### src/rtl/sr_req_arbiter.sv
// Round-robin arbiter granting NREQ requesters set/clear access to a shared SR flop bank.
// Each grant drives one s_out/r_out bit for PULSE cycles, then acks and updates q_mirror.
//
// state    | meaning
// ---------+-----------------------------------------------------------------
// ST_IDLE  | waiting for any req; picks a round-robin winner and latches it
// ST_DRIVE | one s_out or r_out bit held high; down-counter times the pulse
// ST_ACK   | ack[winner] (and err for illegal cmd) high; pointer advances
module sr_req_arbiter #(
    parameter int NREQ   = 4,
    parameter int ADDR_W = 3,
    parameter int PULSE  = 2,
    localparam int NBITS = 2 ** ADDR_W
) (
    input  logic                     clk,
    input  logic                     reset,
    input  logic [NREQ-1:0]          req,
    input  logic [2*NREQ-1:0]        cmd,
    input  logic [NREQ*ADDR_W-1:0]   addr,
    output logic [NREQ-1:0]          ack,
    output logic                     err,
    output logic [NBITS-1:0]         s_out,
    output logic [NBITS-1:0]         r_out,
    output logic [NBITS-1:0]         q_mirror,
    output logic                     busy
);

    localparam int PTR_W = (NREQ > 1) ? $clog2(NREQ) : 1;

    localparam logic [1:0] CMD_NOP = 2'b00;
    localparam logic [1:0] CMD_CLR = 2'b01;
    localparam logic [1:0] CMD_SET = 2'b10;
    localparam logic [1:0] CMD_ILL = 2'b11;

    typedef enum logic [1:0] {
        ST_IDLE  = 2'd0,
        ST_DRIVE = 2'd1,
        ST_ACK   = 2'd2
    } state_t;

    if (PULSE < 1 || PULSE > 15) begin : g_bad_pulse
        $error("sr_req_arbiter: PULSE must be within 1..15");
    end

    state_t              state_q, state_d;
    logic [PTR_W-1:0]    ptr_q, ptr_d;
    logic [PTR_W-1:0]    win_q, win_d;
    logic [1:0]          cmd_q, cmd_d;
    logic [ADDR_W-1:0]   addr_q, addr_d;
    logic [3:0]          cnt_q, cnt_d;
    logic [NREQ-1:0]     ack_q, ack_d;
    logic                err_q, err_d;
    logic [NBITS-1:0]    s_q, s_d;
    logic [NBITS-1:0]    r_q, r_d;
    logic [NBITS-1:0]    qm_q, qm_d;
    logic                busy_q, busy_d;

    logic                pick_valid;
    logic [PTR_W-1:0]    pick_idx;
    logic [1:0]          pick_cmd;
    logic [ADDR_W-1:0]   pick_addr;
    logic [NBITS-1:0]    pick_bit;
    logic [NBITS-1:0]    held_bit;

    function automatic logic [PTR_W-1:0] rr_idx(input logic [PTR_W-1:0] base, input int offs);
        int sum;
        sum = int'(base) + offs;
        if (sum >= NREQ) sum = sum - NREQ;
        return PTR_W'(sum);
    endfunction

    // First requester at or after ptr_q, wrapping, wins.
    always_comb begin
        pick_valid = 1'b0;
        pick_idx   = '0;
        for (int k = 0; k < NREQ; k++) begin
            if (!pick_valid && req[rr_idx(ptr_q, k)]) begin
                pick_valid = 1'b1;
                pick_idx   = rr_idx(ptr_q, k);
            end
        end
    end

    always_comb begin
        pick_cmd  = cmd[2*int'(pick_idx) +: 2];
        pick_addr = addr[ADDR_W*int'(pick_idx) +: ADDR_W];
        pick_bit  = NBITS'(1) << pick_addr;
        held_bit  = NBITS'(1) << addr_q;
    end

    always_comb begin
        state_d = state_q;
        ptr_d   = ptr_q;
        win_d   = win_q;
        cmd_d   = cmd_q;
        addr_d  = addr_q;
        cnt_d   = cnt_q;
        ack_d   = '0;
        err_d   = 1'b0;
        s_d     = s_q;
        r_d     = r_q;
        qm_d    = qm_q;
        busy_d  = busy_q;

        case (state_q)
            ST_IDLE: begin
                if (pick_valid) begin
                    win_d  = pick_idx;
                    cmd_d  = pick_cmd;
                    addr_d = pick_addr;
                    busy_d = 1'b1;
                    case (pick_cmd)
                        CMD_SET: begin
                            state_d = ST_DRIVE;
                            s_d     = pick_bit;
                            cnt_d   = 4'(PULSE - 1);
                        end
                        CMD_CLR: begin
                            state_d = ST_DRIVE;
                            r_d     = pick_bit;
                            cnt_d   = 4'(PULSE - 1);
                        end
                        CMD_NOP, CMD_ILL: begin
                            // No bank activity: straight to completion.
                            state_d         = ST_ACK;
                            ack_d[pick_idx] = 1'b1;
                            err_d           = (pick_cmd == CMD_ILL);
                        end
                        default: state_d = ST_IDLE;
                    endcase
                end
            end

            ST_DRIVE: begin
                if (cnt_q == 4'd0) begin
                    state_d      = ST_ACK;
                    s_d          = '0;
                    r_d          = '0;
                    ack_d[win_q] = 1'b1;
                    if (cmd_q == CMD_SET) qm_d = qm_q | held_bit;
                    else                  qm_d = qm_q & ~held_bit;
                end else begin
                    cnt_d = cnt_q - 4'd1;
                end
            end

            ST_ACK: begin
                state_d = ST_IDLE;
                busy_d  = 1'b0;
                if (int'(win_q) == NREQ - 1) ptr_d = '0;
                else                         ptr_d = win_q + 1'b1;
            end

            default: begin
                state_d = ST_IDLE;
                busy_d  = 1'b0;
                s_d     = '0;
                r_d     = '0;
            end
        endcase
    end

    always_ff @(posedge clk) begin
        if (!reset) begin
            state_q <= ST_IDLE;
            ptr_q   <= '0;
            win_q   <= '0;
            cmd_q   <= CMD_NOP;
            addr_q  <= '0;
            cnt_q   <= '0;
            ack_q   <= '0;
            err_q   <= 1'b0;
            s_q     <= '0;
            r_q     <= '0;
            qm_q    <= '0;
            busy_q  <= 1'b0;
        end else begin
            state_q <= state_d;
            ptr_q   <= ptr_d;
            win_q   <= win_d;
            cmd_q   <= cmd_d;
            addr_q  <= addr_d;
            cnt_q   <= cnt_d;
            ack_q   <= ack_d;
            err_q   <= err_d;
            s_q     <= s_d;
            r_q     <= r_d;
            qm_q    <= qm_d;
            busy_q  <= busy_d;
        end
    end

    assign ack      = ack_q;
    assign err      = err_q;
    assign s_out    = s_q;
    assign r_out    = r_q;
    assign q_mirror = qm_q;
    assign busy     = busy_q;

endmodule

### config.mk
export PLATFORM = sky130hd
export DESIGN_NAME = sr_req_arbiter
export DESIGN_NICKNAME = d
export VERILOG_FILES = /design/src/rtl/sr_req_arbiter.sv
export SDC_FILE = /design/constraint.sdc
export NUM_CORES = 1
export LEC_CHECK = 0
export BUFFER_PORTS_ARGS = -buffer_cell sky130_fd_sc_hd__buf_2
export CAP_MARGIN = 15
export CELL_PAD_IN_SITES_DETAIL_PLACEMENT = 1
export CELL_PAD_IN_SITES_GLOBAL_PLACEMENT = 2
export CORE_ASPECT_RATIO = 0.6
export CORE_MARGIN = 5
export CORE_UTILIZATION = 34
export DETAILED_ROUTE_END_ITERATION = 10
export HOLD_SLACK_MARGIN = 0.05
export MAX_ROUTING_LAYER = met4
export PLACE_DENSITY = 0.82
export SLEW_MARGIN = 20
export SYNTH_ARGS = -nofsm -noshare
export SYNTH_HDL_FRONTEND = slang
export SYNTH_SLANG_ARGS = --single-unit
### constraint.sdc
create_clock -name clk -period 5.11 [get_ports clk]
set_clock_uncertainty 0.1 [all_clocks]
set_input_delay 0 -clock clk [delete_from_list [all_inputs] [get_ports clk]]
set_output_delay 0 -clock clk [all_outputs]
set_load 0.05 [all_outputs]
After elaboration in Yosys (flattened, before gate mapping):

Index checks and enable logic that the tools add are counted.

* register bits after elaboration: 45
* input bits: 26
* output and inout bits: 30
* word-level logic and storage cells: 125

* add/sub/neg operators: 9
* $mul: 1
* order comparisons: 12
* equality and inequality tests: 13
* shifts and indexed selects: 4
* mux-type cells: 47
* bitwise logic cells: 5
* reduce and logical (&&, ||, !) cells: 22

Operator list (count)
* $mux W8: 6
* $pmux W8 S3: 2
* $mux W4: 6
* $mux W2: 11
* $lt A2 B3 Y1 const B: 6
* $pmux W4 S2: 2
* $reduce_and A4 Y1: 4
* $shl A1 B3 Y8 const A: 2
* $shiftx A12 B5 Y3: 1
* $mux W1: 11
* $ge A3 B3 Y1 const B: 3
* $and A8 B8 Y8: 1
* $bmux W1 S2: 4
* $eq A2 B2 Y1 const B: 4
* $ne A2 B2 Y1 const B: 4
* $not A8 Y8: 1
* $or A8 B8 Y8: 1
* $pmux W2 S2: 2
* $reduce_and A2 Y1: 4
* $shiftx A8 B4 Y2: 1
* $sub A2 B1 Y2 const B: 4
* $add A2 B2 Y3 const B: 2
* $eq A2 B1 Y1 const B: 3
* $logic_and A1 B1 Y1: 5
* 15 further kinds: 23

Depth between registers and ports, before layout:

Gate-level depths: netlist of run 1.

* depth after elaboration: 21
* gate-level depth with buffers: 13

Worst setup path after synthesis of run 1:

Ideal clock, no wire load.

* path type: register to register
* start point: register ptr_q[0]
* end point: register cnt_q[2]
* setup time: 0.115 ns
* arrival time: 2.766 ns
* data required time: 4.895 ns
* path slack: 2.130 ns
* cell stages (with the launch flop): 13
* buffers on the path: 2
* period minus slack after synthesis: 2.980 ns
* cells stage by stage: dfxtp_1 -> nor2b_1 -> or4b_1 -> buf_2 -> and2_4 -> buf_6 -> mux2i_1 -> mux2_2 -> ha_1 -> nor3_1 -> o21ai_0 -> o21a_1 -> o21a_1

* longest elaborated chain between the ends: 19
* elaborated cells on any way between the ends: 44

RTL lines
* from (decl): line 46 `logic [PTR_W-1:0] ptr_q, ptr_d;`
* from (signal assigned): line 179 `ptr_q <= ptr_d;`
* branches (longest 18 deep; another with $add A2 B1 Y3)
* $reduce_and A4 Y1 (no line) (*)
* to (signal assigned): line 183 `cnt_q <= cnt_d;`
* to (decl): line 50 `logic [3:0] cnt_q, cnt_d;`

Every way passes the cells marked *. The select of a mux whose other input is x is not followed.
A chain may end at the register's enable or synchronous reset.

Worst setup path in the final report of run 1:

* start point: register ptr_q[0]
* end point: register cnt_q[0]

Same word-level chain as after synthesis.

==> run metrics, run 1 <==
status complete, no violations; Num CTS Buffers 5; critical-path cell list nor2b_1, or4b_1, and2_4, mux2i_1, mux2_2, ha_1, nor3_1, o21ai_0, o21ai_0, and2_1; top-count cell post-synth dfxtp_1; most used cell, CP o21ai_0; multiplexer area fraction after synthesis approximately 8.2%; RSZ-0062 raised after global routing false; synthesized area per cell 9.05 µm²; routed wire length 6230 µm; I/O Pins between 50 and 60; P_leak roughly 1.2 nW; Port Buffers 55; Max-cap violations 0; Synth cell types 41; Worst EP required 5210 ps; Synth Area in XOR/XNOR 0%; first-pass GRT wire length 10300 µm; total core area approximately 6200 µm²; CTS tree done; clock sink count 45; drt via density 5.15; Yosys top cell by area dfxtp_1; Crit Path Category reg2reg; drt wl/cell ~16 µm; #FFs+latches synth 45; post-synthesis compound-gate area fraction 20.2%; FF/Latch Area 901 µm²; Worst Setup End Kind register; initial antenna violation count 0; cell count after synthesis 247; drt drc 0; Post-DRT Antenna Nets 0; async set-reset flop share out of synthesis 0%; Clock Path Buffers 2; Simple-Gate Fraction of Synth Area 22.4%; GRT Overall Usage around 16%; GPL Wtd Cong about 0.77; Post-CTS Setup Bufs 0; initial core utilization between 30% and 40%; max_slew headroom 39.2%; Vias 1971; multi-input gate area in the final layout roughly 1200 µm²; total gr overflow 0; worst-margin pin slew 905 ps; Worst-Skew Late Latency around 300 ps; largest family of logic cells by synthesized area simple AND/OR/NAND/NOR gates; Iter 0 DRT Violations 88; Die X 115 µm; # resized after CTS 0; maximum vdd drop ~0.00013 V; Die H around 73 µm; sequential element share of the synthesized area 40.3%; Synthesized Nets 281; Post-Synth Adder-Cell Area 4.48%; layout cells sized above 1 25.4%; Critical Path Fanout Max 9; slowest stage delay, CP 620 ps; Cell Area, Synth 2240 µm²; H-tree depth 2; WHS 48.6 ps; CTS clk-pin slew, worst paths approximately 90 ps; first-pass detailed-route iteration total 4; most instantiated cells after synthesis 45 x dfxtp_1, 22 x nand2_1, 18 x nor2_1; die area 8350 µm²; DP Wirelength ~5000 µm; Tcrit/Tclk final about 64%; Power Total 1.25 mW; n_diodes 0; P&R area growth vs syn 19.0%; CTS Hold Bufs 0; Worst path slowest cell or4b_1; vias in the first global route 1993; Row Count 22; fin crit period 3270 ps; Final Max Tran Viols 0; Setup TNS Final 0 ps; PwrDens ~470 nW/µm²; post-synth top area share 40.3%; root buffer cell clkbuf_8; Warnings, synthesis 0; HP Class in2reg; Final setup viols 0; final hold viol count 0; fmax 306 MHz; Fill cells 741; Startpoint Class register; synth top area cells dfxtp_1 40%, mux2i_1 5.8%, nor2b_1 4.8%, ha_1 4.5%, nand2_1 3.7%; Primary FF master, synth dfxtp_1; EDFF count, synth 0; crit path DAT approximately 3400 ps; Net count, final ~330; largest net degree at the start of global routing 29
-- logic make-up after synthesis --
group	Yosys count
AO/OA/AOI/OAI	57
flip-flops	45
AND/OR/NAND/NOR	97
adder cells (fa/ha/maj)	8
buffers and inverters	23
multiplexers	17
-- placed cells by master (no fill, tap or decap), drive strengths merged --
cell type  count
and3           4
nand2         22
o21ai          8
nor3b          4
a21boi         8
mux2i         13
or4            1
nand3b         2
and2           3
o32ai          1
clkinv         1
dfxtp         45
a21oi          5
nor2          18
a22oi          5
o31ai          8
nand2b         2
buf           56
o211ai         6
inv           12
nor3           7
nand3         11
mux2           4
or4b           1
nor4           3
a32o           8
or3b           1
clkbuf         5
o32a           1
nand4          1
o21a           7
nor2b         17
clkinvlp       1
ha             8
-- layer usage --
layer | vias to the layer above | GRT usage, % | share of wire, %
li1 | 986 | - | -
met1 | 923 | 23.4 | 54
met2 | 56 | 21.9 | 40
met3 | 6 | 4.81 | 5.5
met4 | 0 | 2.73 | 0.82
met5 | - | - | 0
-- critical path, delay by kind of cell, from the launching register on --
family	cells	cell delay (ps)
simple gates	5	1220
compound gates	2	710
mux	2	410
flops	1	360
fa+ha+maj	1	360
-- path summary, 6_finish.rpt --
path / from / to / slack (ps) / cells after the start
setup / recovery: ptr_q[0]$_SDFFE_PN0P_ / cnt_q[0]$_SDFFE_PN0P_ / 1840 / 10
hold / removal: reset / cnt_q[2]$_SDFFE_PN0P_ / 50 / 2
setup reg to reg: ptr_q[0]$_SDFFE_PN0P_ / cnt_q[0]$_SDFFE_PN0P_ / 1840 / 10
hold reg to reg: r_out[5]$_SDFFE_PN0P_ / r_out[5]$_SDFFE_PN0P_ / 360 / 2
-- where the power goes --
part           internal, mW  switching (mW)  total [mW]
clock network        0.0989           0.133       0.232
registers             0.410          0.0612       0.472
logic                 0.181           0.364       0.545
total                 0.691           0.558        1.25
-- area by class of cell --
class	instances	area share, %
clock inverters	3	0.941
well taps	84	3.95
clock buffers	5	2.59
inverters	11	1.55
flip-flops and latches	45	33.9
multi-input cells	179	46.5
repair buffers	56	10.6
-- stage by stage --
stage / setup WS [ps] / instances / cell area, µm² / util, %
2_1_floorplan: 2130 / 247 / 2240 / -
3_3_place_gp: 1990 / 375 / 2570 / 41.1
3_5_place_dp: 1870 / 375 / 2570 / 41.1
4_1_cts: 1850 / 383 / 2660 / 42.6
5_1_grt: 1590 / 383 / 2660 / 42.6
6_report: 1840 / 383 / 2660 / 42.6
Note: power is estimated with default switching activity, not from simulation.
==> inputs of run 2 (changes only) <==
ABC_AREA = 1   (was not set)
CORE_UTILIZATION = 29   (was 34)
PLACE_DENSITY = 0.76   (was 0.82)
clock period = 3.4 ns   (was 5.11 ns; I/O delays follow)
==> run metrics, run 2 <==
status complete, no violations (unchanged); largest net degree at the start of global routing 29 (unchanged); Power Total 3.63 mW (was 1.25 mW); post-route setup slack 300 ps (was 1840 ps); Final setup viols 0 (unchanged); layout cells sized above 1 25.5% (was 25.4%); crit path DAT 3200 ps (was 3380 ps); Crit. Startpoint ptr_q[0]$_SDFFE_PN0P_ (unchanged); maximum vdd drop 0.000365 V (was 0.000125 V); non-filler instance count after layout 524 (was 383); commonest non-fill, non-tap cell in the layout nand2_1 (was buf_2); CTS tree done (unchanged); Final Max Tran Viols 0 (unchanged); total gr overflow 0 (unchanged); Placed Area 2870 µm² (was 2570 µm²); P_int 1.72 mW (was 0.691 mW); EDFF count, synth 0 (unchanged); total core area 8360 µm² (was 6250 µm²); Setup TNS Final 0 ps (unchanged); DP Wirelength 6010 µm (was 5020 µm); Num CTS Buffers 5 (unchanged); Post-DRT Antenna Nets 0 (unchanged); pre-CTS WS -24.9 ps (was 1870 ps); GRT Overall Usage 15.6% (was 16.0%); first-pass detailed-route iteration total 4 (unchanged); vias in the first global route 2447 (was 1993); most instantiated cells after synthesis 81 x nand2_1, 45 x dfxtp_1, 41 x inv_1 (was 45 x dfxtp_1, 22 x nand2_1, 18 x nor2_1); synth top area cells dfxtp_1 37%, nand2_1 12%, o21ai_0 6.3%, inv_1 6.3%, a21oi_1 6.1% (was dfxtp_1 40%, mux2i_1 5.8%, nor2b_1 4.8%, ha_1 4.5%, nand2_1 3.7%); first-pass GRT wire length 12400 µm (was 10300 µm); Cell Area, Synth 2450 µm² (was 2240 µm²); Die X 129 µm (was 115 µm); clock share of power 15.7% (was 18.6%); fin crit period 3100 ps (was 3270 ps); Switching Share 52.6% (was 44.7%); async set-reset flop share out of synthesis 0% (unchanged); H-tree depth 2 (unchanged); Row Count 26 (was 22); I/O Pins 56 (unchanged); final hold viol count 0 (unchanged); drt drc 0 (unchanged); switching power total 1.91 mW (was 0.558 mW); clock sink count 45 (unchanged); cell count after synthesis 349 (was 247); CTS clk-pin slew, worst paths 60 ps (was 90 ps); Reg power frac 21.2% (was 37.8%); drt via density 4.63 (was 5.15); Die H 81.2 µm (was 72.8 µm); Net count, final 445 (was 332); initial core utilization 29.3% (was 35.8%); Fill cells 1060 (was 741); Critical Path Fanout Max 10 (was 9); Layout Utilization 36.8% (was 42.6%); Synth cell types 32 (was 41); RR Endpoint cnt_q[1]$_SDFFE_PN0P_ (was cnt_q[0]$_SDFFE_PN0P_); setup slack, reg-to-reg 300 ps (was 1840 ps); Yosys top cell by area dfxtp_1 (unchanged); Synthesized Nets 383 (was 281); drt wl/cell 14.3 µm (was 16.3 µm); synthesized area per cell 7.02 µm² (was 9.05 µm²); PwrDens 1180 nW/µm² (was 469 nW/µm²); most used cells in the layout excluding fill and tap cells 80 x nand2_1, 55 x buf_2, 45 x dfxtp_1 (was 55 x buf_2, 45 x dfxtp_1, 22 x nand2_1); Port Buffers 55 (unchanged); Vias 2426 (was 1971); worst-margin pin slew 554 ps (was 905 ps); Comb power frac 63.1% (was 43.7%); max_slew headroom 62.9% (was 39.2%); Tcrit/Tclk final 91.2% (was 64.1%); top-count cell post-synth nand2_1 (was dfxtp_1); sequential element share of the synthesized area 36.8% (was 40.3%); Max-cap violations 0 (unchanged); GPL Wtd Cong 0.808 (was 0.773); WHS 61.4 ps (was 48.6 ps); Iter 0 DRT Violations 117 (was 88); initial antenna violation count 0 (unchanged); R2R Path Start ptr_q[0]$_SDFFE_PN0P_ (unchanged); P_leak 1.52 nW (was 1.15 nW); Worst-Skew Late Latency 290 ps (was 300 ps); die area 10400 µm² (was 8350 µm²); HP Class in2reg (unchanged); Clock Path Buffers 2 (unchanged); #FFs+latches synth 45 (unchanged); fmax 323 MHz (was 306 MHz); CP endpoint cnt_q[1]$_SDFFE_PN0P_ (was cnt_q[0]$_SDFFE_PN0P_); Worst EP required 3500 ps (was 5210 ps); root buffer cell clkbuf_16 (was clkbuf_8); post-route cell area 3080 µm² (was 2660 µm²); Primary FF master, synth dfxtp_1 (unchanged); Worst Setup End Kind register (unchanged); depth of the most critical reg-to-reg path 22 (was 10); Post-CTS Setup Bufs 0 (unchanged); P&R area growth vs syn 25.8% (was 19.0%); Warnings, synthesis 0 (unchanged); post-synth top area share 36.8% (was 40.3%); dpl cells 515 (was 375); Crit Path Category reg2reg (unchanged); Startpoint Class register (unchanged); routed wire length 7510 µm (was 6230 µm); n_diodes 0 (unchanged)
## run 2: cell count changes after synthesis, moves of 12 or more
cell | previous run | this run
a21oi_1 | 5 | 30
nor2b_1 | 17 | 0
inv_1 | 11 | 41
o21ai_0 | 6 | 31
nand2_1 | 22 | 81
mux2i_1 | 13 | 1
## run 2: cell type report
class | count | area [µm²] | share of cell area (%)
Tap cell | 112 | 140 | 4.55
Inverter | 46 | 180 | 5.85
Clock buffer | 7 | 143 | 4.63
Sequential cell | 45 | 901 | 29.3
Multi-Input combinational cell | 249 | 1340 | 43.4
Clock inverter | 1 | 30.0 | 0.975
Timing Repair Buffer | 64 | 349 | 11.3
## run 2: cell families (layout without fill, tap and decap cells)
kind of cell	count (synthesis)	count (layout)	synth area share [%]
buffers and inverters	55	118	9.45
adder cells (fa/ha/maj)	8	8	4.09
AND/OR/NAND/NOR	168	168	32.9
AO/OA/AOI/OAI	72	72	16.4
flip-flops	45	45	36.8
multiplexers	1	1	0.409
## run 2: power by group through the flow
stage	registers [mW]	logic, mW	clock network [mW]
floorplan	1.04	1.41	0
global placement	0.776	2.22	0
detailed placement	0.782	2.24	0
CTS	0.772	2.26	0.589
global route	0.793	2.56	0.621
finish	0.770	2.29	0.569
## run 2: worst min-delay path by stage
stage | startpoint | to | slack (ps) | cells past startpoint
3_3_place_gp | cmd[5] | cmd_q[1]$_SDFFE_PN0P_ | 250 | 5
4_1_cts | cmd[3] | cmd_q[1]$_SDFFE_PN0P_ | 60 | 7
6_report | cmd[3] | cmd_q[1]$_SDFFE_PN0P_ | 60 | 7
2_1_floorplan | cmd[5] | cmd_q[1]$_SDFFE_PN0P_ | 110 | 4
5_1_grt | reset | state_q[0]$_SDFFE_PN0P_ | 90 | 3
3_5_place_dp | cmd[5] | cmd_q[1]$_SDFFE_PN0P_ | 260 | 5
## run 2: critical path: stages (launching register included)
cell and delay (ps):
dfxtp_1 330, buf_6 160, inv_8 60, nand2_1 80, nand2_2 100, nand2_1 110, nand2_1 60, nand2_1 100
nand2_1 100, nand2_4 120, nand3_4 130, inv_2 140, nand2_1 80, nor2_1 120, a21oi_2 50, nand2_1 110
inv_1 60, ha_1 320, o21ai_1 180, nand2_2 140, inv_2 120, nor2_1 40, a211oi_1 190
## run 2: routing by layer
layer	global-route usage, %	share of wire (%)	up-vias
met1	23.5	57	1102
met2	20.6	38	50
met4	3.98	1.2	0
met5	-	0	-
li1	-	-	1265
met3	3.48	4.0	9
## run 2: timing repair
| item | in CTS | in global routing |
|---|---|---|
| endpoints found under the hold margin | 1 | 0 |
| hold buffers | 1 | 0 |
| endpoints found under the setup margin | 3 | 16 |
| gates resized for setup | 1 | 10 |
| cloned | 0 | 0 |
| pin swaps | 0 | 0 |
